[src/rtl/flex_down_counter.sv]
// flex_down_counter: loadable down-counter/timer with a one-cycle expiry pulse.
//
// A controller loads a start value. While in RUN, each cycle with count_enable
// subtracts DECREMENT_SIZE. When the count reaches zero, the counter saturates
// there instead of wrapping, and it raises expire_pulse for exactly one cycle.
// The pulse coincides with the first cycle that count_out reads zero.
//
// Priority on every rising edge: rst > clear > load > count_enable.
//
// Optional feature, enabled with the macro FLEX_DOWN_COUNTER_AUTO_RELOAD_EN:
//   - Every accepted load also writes a reload register.
//   - On a terminal decrement the counter reloads from that register and stays
//     in RUN, which makes it a periodic timer. It still pulses expire_pulse.
//   - Only rst, clear, or a load of zero stops it.
//   - In this build the DONE state is never entered.
//
// Handshake: there is no valid/ready pair. load and count_enable are
// single-cycle qualifiers sampled on the rising edge. expire_pulse is a
// registered strobe that the consumer must take on the cycle it is high;
// nothing holds it for the consumer.
//
// dbg_state_o exposes the FSM state for checkers:
//   2'd0 = IDLE, 2'd1 = RUN, 2'd2 = DONE.
//
// DECREMENT_SIZE must lie in the range 1 .. 2**SIZE-1.
module flex_down_counter #(
  parameter int SIZE           = 4,
  parameter int DECREMENT_SIZE = 1
) (
  input  logic            clk,
  input  logic            rst,
  input  logic            clear,
  input  logic            load,
  input  logic [SIZE-1:0] load_val,
  input  logic            count_enable,
  output logic [SIZE-1:0] count_out,
  output logic            busy,
  output logic            expire_pulse,
  output logic [1:0]      dbg_state_o
);

  // Step size at the counter width, so that comparisons and subtraction
  // stay width-matched.
  localparam logic [SIZE-1:0] DEC = SIZE'(DECREMENT_SIZE);

  typedef enum logic [1:0] {
    ST_IDLE = 2'd0,
    ST_RUN  = 2'd1,
    ST_DONE = 2'd2
  } state_e;

  state_e          state_q, state_d;
  logic [SIZE-1:0] count_q, count_d;
  logic            busy_q, busy_d;
  logic            pulse_q, pulse_d;
  logic            at_terminal;

`ifdef FLEX_DOWN_COUNTER_AUTO_RELOAD_EN
  logic [SIZE-1:0] reload_q, reload_d;
`endif

  // The next decrement would reach or pass zero, so it saturates at zero
  // (or reloads, in the auto-reload build).
  assign at_terminal = (count_q <= DEC);

  // Next-state and next-output logic. Every target gets a hold value or a
  // zero pulse first, then the priority chain overrides it.
  always_comb begin
    state_d = state_q;
    count_d = count_q;
    pulse_d = 1'b0;
`ifdef FLEX_DOWN_COUNTER_AUTO_RELOAD_EN
    reload_d = reload_q;
`endif
    if (clear) begin
      count_d = '0;
      state_d = ST_IDLE;
    end else if (load) begin
      // A load overrides any decrement on the same edge, including a
      // terminal one, so it never produces an expiry pulse.
`ifdef FLEX_DOWN_COUNTER_AUTO_RELOAD_EN
      reload_d = load_val;
`endif
      if (load_val != '0) begin
        count_d = load_val;
        state_d = ST_RUN;
      end else begin
        count_d = '0;
        state_d = ST_IDLE;
      end
    end else begin
      case (state_q)
        ST_IDLE: begin
          // count_enable is ignored while idle.
          state_d = ST_IDLE;
        end
        ST_RUN: begin
          if (count_enable) begin
            if (!at_terminal) begin
              count_d = count_q - DEC;
            end else begin
              pulse_d = 1'b1;
`ifdef FLEX_DOWN_COUNTER_AUTO_RELOAD_EN
              count_d = reload_q;
              state_d = ST_RUN;
`else
              count_d = '0;
              state_d = ST_DONE;
`endif
            end
          end
        end
        ST_DONE: begin
          // DONE lasts a single cycle; the pulse drops on this exit edge.
          state_d = ST_IDLE;
        end
        default: begin
          state_d = ST_IDLE;
        end
      endcase
    end
    // busy is a registered decode of the state being entered.
    busy_d = (state_d == ST_RUN);
  end

  // State and output registers with synchronous active-high reset.
  always_ff @(posedge clk) begin
    if (rst) begin
      state_q <= ST_IDLE;
      count_q <= '0;
      busy_q  <= 1'b0;
      pulse_q <= 1'b0;
    end else begin
      state_q <= state_d;
      count_q <= count_d;
      busy_q  <= busy_d;
      pulse_q <= pulse_d;
    end
  end

`ifdef FLEX_DOWN_COUNTER_AUTO_RELOAD_EN
  // Reload register; it holds the value of the last accepted load.
  always_ff @(posedge clk) begin
    if (rst) begin
      reload_q <= '0;
    end else begin
      reload_q <= reload_d;
    end
  end
`endif

  assign count_out    = count_q;
  assign busy         = busy_q;
  assign expire_pulse = pulse_q;
  assign dbg_state_o  = state_q;

endmodule

[config.mk]
export PLATFORM = sky130hd
export DESIGN_NAME = flex_down_counter
export DESIGN_NICKNAME = d
export VERILOG_FILES = /design/src/rtl/flex_down_counter.sv
export SDC_FILE = /design/constraint.sdc
export NUM_CORES = 1
export LEC_CHECK = 0
export BUFFER_PORTS_ARGS = -buffer_cell sky130_fd_sc_hd__buf_2
export CELL_PAD_IN_SITES_DETAIL_PLACEMENT = 0
export CELL_PAD_IN_SITES_GLOBAL_PLACEMENT = 2
export CORE_MARGIN = 5
export CORE_UTILIZATION = 27
export CTS_CLUSTER_SIZE = 40
export DETAILED_ROUTE_END_ITERATION = 8
export GPL_ROUTABILITY_DRIVEN = 0
export PLACE_DENSITY = 0.76
export SLEW_MARGIN = 5
export SYNTH_ARGS = -nofsm -noshare
export SYNTH_HDL_FRONTEND = slang
export SYNTH_SLANG_ARGS = --single-unit
[constraint.sdc]
create_clock -name clk -period 3.9 [get_ports clk]
set_clock_uncertainty 0.05 [all_clocks]
set_input_delay 0.195 -clock clk [delete_from_list [all_inputs] [get_ports clk]]
set_output_delay 0.195 -clock clk [all_outputs]
set_load 0.005 [all_outputs]
==> metrics.txt, run 1 <==
Post-DP HPWL=819 µm; Starting Density=roughly 29%; type of the tightest min-delay check=primary input to flop; final std cells w/o fill=84; CP Cell Sequence=inv_1 -> ha_1 -> nor2_1 -> nor3_1 -> and3_1; maximum vdd drop=168 µV; post-DR vias/cell=5.11; # fillers=~160; Cells after Synth=49; delay-heaviest family, CP=simple AND/OR/NAND/NOR gates; nets=81; Area Overhead vs Synth=28.0%; Critical Path RT=roughly 4 ns; row cnt=14; syn_nets=60; CTS tree=built; Seq cells post-synth=8; Synth Warn #=0; initial antenna violation count=0; post-CTS setup buffers=0; initial DRC count=11; Fin. Hold Viols=0; CP max FO=5; ant diodes=0; slowest stage cell, crit path=dfxtp_1; Worst-Skew Late Latency=0.25 ns; Detailed Route WL=1010 µm; I/O pins=17; DP Cell Count=81; share of the synthesized area in the top cell type=approximately 37%; slew margin rel.=67.4%; RSZ-0062 raised after global routing=no; WL/cell=12.0 µm; chip height=50.3 µm; area leader, netlist=dfxtp_1; core box area=1520 µm²; storage element area=approximately 160 µm²; Worst-Margin Slew=0.483 ns; GR Overflow Total=0; Crit path arrival time=around 1.5 ns; Buf/Inv on CP=1; Max Slew Vio Count=0; setup tns final=0 ns; post-CTS sizing=0; Setup CP Type=flop to flop; port bufs=16; Leakage=~0.00028 µW; DR DRC count=0; CP endpoint kind=flop; Routed Antenna Nets=0; Power Density=approximately 320 nW/µm²; Synth Cell Area=438 µm²; Multi-input gate area=251 µm²; sequential fraction of the synthesis area=between 30% and 40%; first-pass GRT wire length=1770 µm; largest net degree at the start of global routing=8; Max Cap Viol=0; # clock sinks=8; Hold Buf Count CTS=0; total number of vias=429; startpoint types=flop; clock-pin slew on the worst setup and hold paths=0.05 ns; vias in the first global route=396; Syn Area/Cell=8.94 µm²; CTS buffer count=3; die area=2530 µm²; Setup-failing EPs final=0; FMAX=717 MHz; status=finished, final reports clean; H-tree depth=1; CTS Root Cell=clkbuf_4; clock tree buffer depth=2; synth unique cells=27; minimum clock period=1.40 ns; fraction of final layout cells sized beyond drive strength 1=35.3%; First-pass DRT Iterations=4; crit-path max cell delay=0.38 ns; Synth area leaders=dfxtp_1, inv_1, ha_1, a21oi_1, nand3b_4; fin crit share=35.8%; chip width=50.3 µm; total global-route track usage=a little under a tenth
worst paths after layout:
kind | startpoint | to | slack (ns) | cells past startpoint
min | load_val[1] | count_out[1] | 0.18 | 3
min reg2reg | count_out[1] | count_out[1] | 0.50 | 2
max | count_out[0] | expire_pulse | 2.50 | 5
max reg2reg | count_out[0] | expire_pulse | 2.50 | 5
synth_stat cells (all sizes together):
cell type  count
a21oi          4
a31oi          2
and2           1
and3           2
and4bb         1
dfxtp          8
ha             2
inv            7
nand2          1
nand2b         1
nand3          1
nand3b         1
nor2           2
nor2b          1
nor3           2
nor4           1
o2111ai        1
o211ai         2
o21a           1
o21ai          1
o22ai          1
o311a          1
o31ai          1
o41ai          1
or2            2
xnor2          1
final cells by class:
class	instances	area share [%]
repair buffers	16	14.3
inverters	7	4.69
flip-flops and latches	8	28.6
clock buffers	3	4.02
multi-input cells	34	44.9
well taps	16	3.57
state kept, by name (all words and copies together), names as in the netlist:
| name | count |
|---|---|
| busy | 1 |
| count_out | 4 |
| dbg_state_o | 2 |
| expire_pulse | 1 |
layout by cell type, fill, tap and decap left out, types with 2 or more instances in the layout:
cell and n:
a31oi_1 2, o211ai_1 2, buf_2 16, and3_1 2
ha_1 2, nor3_1 2, inv_1 7, nor2_1 2
clkbuf_4 3, dfxtp_1 8, a21oi_1 4
through the flow:
step	hold slack [ns]	util (%)	area, µm²	setup WS (ns)	power [µW]
final	0.180	36.8	561	2.50	177
after global routing	0.171	36.8	561	2.34	190
after CTS	0.170	36.8	561	2.49	180
after detailed placement	0.440	35.3	538	2.51	116
after global placement	0.446	35.3	538	2.52	117
after floorplan	0.297	-	438	2.60	104
worst register-to-register path, cell delays in order (launching register included):
cell and delay (ns):
dfxtp_1 0.38, inv_1 0.08, ha_1 0.21, nor2_1 0.28
nor3_1 0.10, and3_1 0.17
layer usage:
metal  vias up  track usage (%)  share of wire (%)
li1        220                -                  -
met1       186             11.4                 47
met2        21             13.2                 42
met3         2             5.92                 10
met4         0             2.62               0.70
met5         -                0                  0
cells by family after synthesis:
| kind of cell | after synthesis | synth area share (%) |
|---|---|---|
| XOR/XNOR | 1 | 2.00 |
| AND/OR/NAND/NOR | 16 | 25.4 |
| AO/OA/AOI/OAI | 15 | 24.3 |
| adder cells (fa/ha/maj) | 2 | 5.71 |
| flip-flops | 8 | 36.6 |
| buffers and inverters | 7 | 6.00 |
power breakdown:
| group | total, µW | switching (µW) | internal (µW) |
|---|---|---|---|
| combinational | 27.0 | 14.5 | 12.5 |
| clock | 62.7 | 27.5 | 35.2 |
| sequential | 87.3 | 2.71 | 84.5 |
| total | 177 | 44.7 | 132 |
No activity file was read; power rests on OpenSTA's default activity.
==> inputs of run 2 (changes only) <==
--- a/config.mk
+++ b/config.mk
@@ -5,15 +5,16 @@
 export SDC_FILE = /design/constraint.sdc
 export NUM_CORES = 1
 export LEC_CHECK = 0
+export ABC_AREA = 1
 export BUFFER_PORTS_ARGS = -buffer_cell sky130_fd_sc_hd__buf_2
 export CELL_PAD_IN_SITES_DETAIL_PLACEMENT = 0
 export CELL_PAD_IN_SITES_GLOBAL_PLACEMENT = 2
 export CORE_MARGIN = 5
-export CORE_UTILIZATION = 27
+export CORE_UTILIZATION = 20
 export CTS_CLUSTER_SIZE = 40
 export DETAILED_ROUTE_END_ITERATION = 8
 export GPL_ROUTABILITY_DRIVEN = 0
-export PLACE_DENSITY = 0.76
+export PLACE_DENSITY = 0.66
 export SLEW_MARGIN = 5
 export SYNTH_ARGS = -nofsm -noshare
 export SYNTH_HDL_FRONTEND = slang
==> constraint.sdc (replaced) <==
create_clock -name clk -period 1.2 [get_ports clk]
set_clock_uncertainty 0.05 [all_clocks]
set_input_delay 0.06 -clock clk [delete_from_list [all_inputs] [get_ports clk]]
set_output_delay 0.06 -clock clk [all_outputs]
set_load 0.005 [all_outputs]
==> run 2 against run 1 <==
  * The run now ends with negative setup slack left
  * Sequential power rose to 3.2 times the previous value
  * Largest power group unchanged
  * Total power rose to 3.5 times the previous value
  * Maximum frequency rose by 16%
  * Synthesized cell count rose by 45%
  * Clock-buffer cell count did not move
  * Highest routed layer is now met3
==> metrics.txt, run 2 <==
status=finished, violations left (was finished, final reports clean); failing checks=negative setup slack; Area Overhead vs Synth=55.9% (was 28.0%); Post-synth top cells=nand2_1, inv_1, dfxtp_1, nor2_1, nand3_1 (was dfxtp_1, inv_1, a21oi_1); largest net degree at the start of global routing=9 (was 8); storage element area=165 µm² (was 160 µm²); startpoint types=flop (unchanged); Power Density=867 nW/µm² (was 316 nW/µm²); Crit path arrival time=1.33 ns (was 1.49 ns); initial DRC count=8 (was 11); row cnt=17 (was 14); DR DRC count=0 (unchanged); nets=112 (was 81); Core Util, Final=32.4% (was 36.8%); fraction of final layout cells sized beyond drive strength 1=44.4% (was 35.3%); synth unique cells=13 (was 27); R2R Setup Slk=-0.007 ns (was 2.50 ns); syn_nets=82 (was 60); Synth async-reset ratio=0% (unchanged); Cells after Synth=71 (was 49); chip height=57.9 µm (was 50.3 µm); most used cell, CP=nand2_2; worst reg2reg endpoint=count_out[0] (was expire_pulse); minimum clock period=1.21 ns (was 1.40 ns); chip width=57.9 µm (was 50.3 µm); CP max FO=4 (was 5); Seq cells post-synth=8 (unchanged); type of the tightest min-delay check=primary input to flop (unchanged); crit-path max cell delay=0.37 ns (was 0.38 ns); Starting Density=20.8% (was 28.7%); die area=3350 µm² (was 2530 µm²); top_reg_cell synth=dfxtp_1 (unchanged); Max Cap Viol=0 (unchanged); PnR Total Power=621 µW (was 177 µW); CTS tree=built (unchanged); clock-pin slew on the worst setup and hold paths=0.06 ns (was 0.05 ns); port bufs=16 (unchanged); Fin. Hold Viols=0 (unchanged); Reg2Reg Depth=9 (was 5); CTS buffer count=3 (unchanged); Multi-input gate area=285 µm² (was 251 µm²); Worst-Skew Late Latency=0.25 ns (about the same); ant diodes=0 (unchanged); post-DR vias/cell=3.93 (was 5.11); slowest stage cell, crit path=dfxtp_4 (was dfxtp_1); GR Overflow Total=0 (unchanged); Worst-Margin Slew=0.303 ns (was 0.483 ns); vias in the first global route=535 (was 396); WL/cell=9.66 µm (was 12.0 µm); total number of vias=499 (was 429); most common cell in the netlist=nand2_1 (was dfxtp_1); fin crit share=101% (was 35.8%); HP Start=load_val[3] (was load_val[1]); CP Cell Sequence=inv_4 -> ha_4 -> inv_2 -> nand2_2 -> nand2_2 -> nand2_2 -> nor2_4 -> nand2_1 -> a21oi_1 (was inv_1 -> ha_1 -> nor2_1 -> nor3_1 -> and3_1); FMAX=828 MHz (was 717 MHz); slew margin rel.=79.7% (was 67.4%); EDFF count, synth=0 (unchanged); CP endpoint kind=flop (unchanged); most frequent cells in the layout=nand2_1, buf_2, inv_1 (was buf_2, dfxtp_1, inv_1); # clock sinks=8 (unchanged); maximum vdd drop=326 µV (was 168 µV); Post-DP HPWL=1000 µm (was 819 µm); total global-route track usage=8.54% (was 9.26%); area leader, netlist=dfxtp_1 (unchanged); Leakage=0.000346 µW (was 0.000278 µW); delay-heaviest family, CP=flip-flops (was simple AND/OR/NAND/NOR gates); sequential fraction of the synthesis area=34.9% (was 36.6%); Detailed Route WL=1230 µm (was 1010 µm); pre-CTS WS=-0.0930 ns (was 2.51 ns); hold_ws=0.0273 ns (was 0.180 ns); RSZ-0062 raised after global routing=yes (was no); First-pass DRT Iterations=3 (was 4); Buf/Inv on CP=2 (was 1); Setup CP Type=flop to flop (unchanged); RR Startpoint=count_out[0] (unchanged); Routed Antenna Nets=0 (unchanged); Setup-failing EPs final=1 (was 0); clock tree buffer depth=2 (unchanged); # fillers=254 (was 157); Synth area leaders=dfxtp_1, nand2_1, inv_1, nand3_1, nor2_1 (was dfxtp_1, inv_1, ha_1, a21oi_1, nand3b_4); Critical Path RT=1.32 ns (was 3.99 ns); hold depth=3 (unchanged); hold endpoint=dbg_state_o[0] (was count_out[1]); Worst Setup Slack, final=-0.00729 ns (was 2.50 ns); core box area=2210 µm² (was 1520 µm²); share of the synthesized area in the top cell type=34.9% (was 36.6%); Synth Cell Area=459 µm² (was 438 µm²); max reg flops=4 (unchanged); Max Slew Vio Count=0 (unchanged); I/O pins=17 (unchanged); first-pass GRT wire length=2250 µm (was 1770 µm); Syn Area/Cell=6.47 µm² (was 8.94 µm²); CTS Root Cell=clkbuf_4 (unchanged); Synth Warn #=0 (unchanged); initial antenna violation count=0 (unchanged); commonest non-fill, non-tap cell in the layout=nand2_1 (was buf_2); H-tree depth=1 (unchanged)
run 2: cell count changes in the layout (fill, tap and decap cells not counted), sizes merged, moves of 2 or more:
| cell | change |
|---|---|
| a31oi | -2 |
| nand3 | +5 |
| and3 | -2 |
| o211ai | -2 |
| buf | +8 |
| inv | +7 |
| nand2 | +22 |
| nor2 | +6 |
run 2: worst max-delay path by stage:
stage | from | endpoint | slack (ns) | depth (start not counted)
floorplan | count_out[1] | count_out[0] | 0.0007 | 9
global placement | count_out[1] | count_out[0] | -0.08 | 9
detailed placement | count_out[1] | count_out[0] | -0.09 | 9
CTS | count_out[0] | count_out[0] | -0.006 | 9
global route | count_out[1] | count_out[0] | -0.06 | 9
finish | count_out[0] | count_out[0] | -0.007 | 9
run 2: power breakdown:
part           switching, µW  total (µW)  internal (µW)
Clock                   87.6         202            114
Sequential              7.97         282            274
Combinational           72.1         137           65.2
run 2: routing by layer:
layer,track usage [%],part of all wire (%)
met1,9.93,46
met2,14.0,50
met3,2.23,3.4
met4,4.97,0
met5,0,0
run 2: area by class of cell:
cell class                 count  share of cell area, %
sequential                     8                   23.1
inverter                      14                   8.04
tap                           28                   4.90
timing repair buffer          25                   21.0
clock buffer                   3                   3.15
multi-input combinational     49                   39.9
run 2: tightest hold or removal path: cells and delay by family:
family,cells,cell delay [ns]
simple gates,2,0.12
buf+inv,1,0.11
run 2: cell families (layout without fill, tap and decap cells):
group	Yosys count	after routing	share of synthesized area [%]
xor+xnor	1	1	1.91
simple gates	42	42	42.0
fa+ha+maj	2	2	5.45
buf+inv	14	42	11.4
flops	8	8	34.9
compound gates	4	4	4.36
run 2: per-stage QoR:
| stage | setup TNS, ns | std cells | cell area (µm²) |
|---|---|---|---|
| 6_report | -0.00729 | 127 | 716 |
| 3_3_place_gp | -0.213 | 121 | 626 |
| 3_5_place_dp | -0.231 | 121 | 626 |
| 2_1_floorplan | 0 | 71 | 465 |
| 4_1_cts | -0.00578 | 127 | 704 |
| 5_1_grt | -0.322 | 127 | 716 |
run 2: repair_timing:
action	CTS	global route
pin swaps	5	1
gates resized for setup	11	3
buffers inserted	2	0
hold buffers	1	0
endpoints found under the hold margin	2	0
endpoints found under the setup margin	6	8
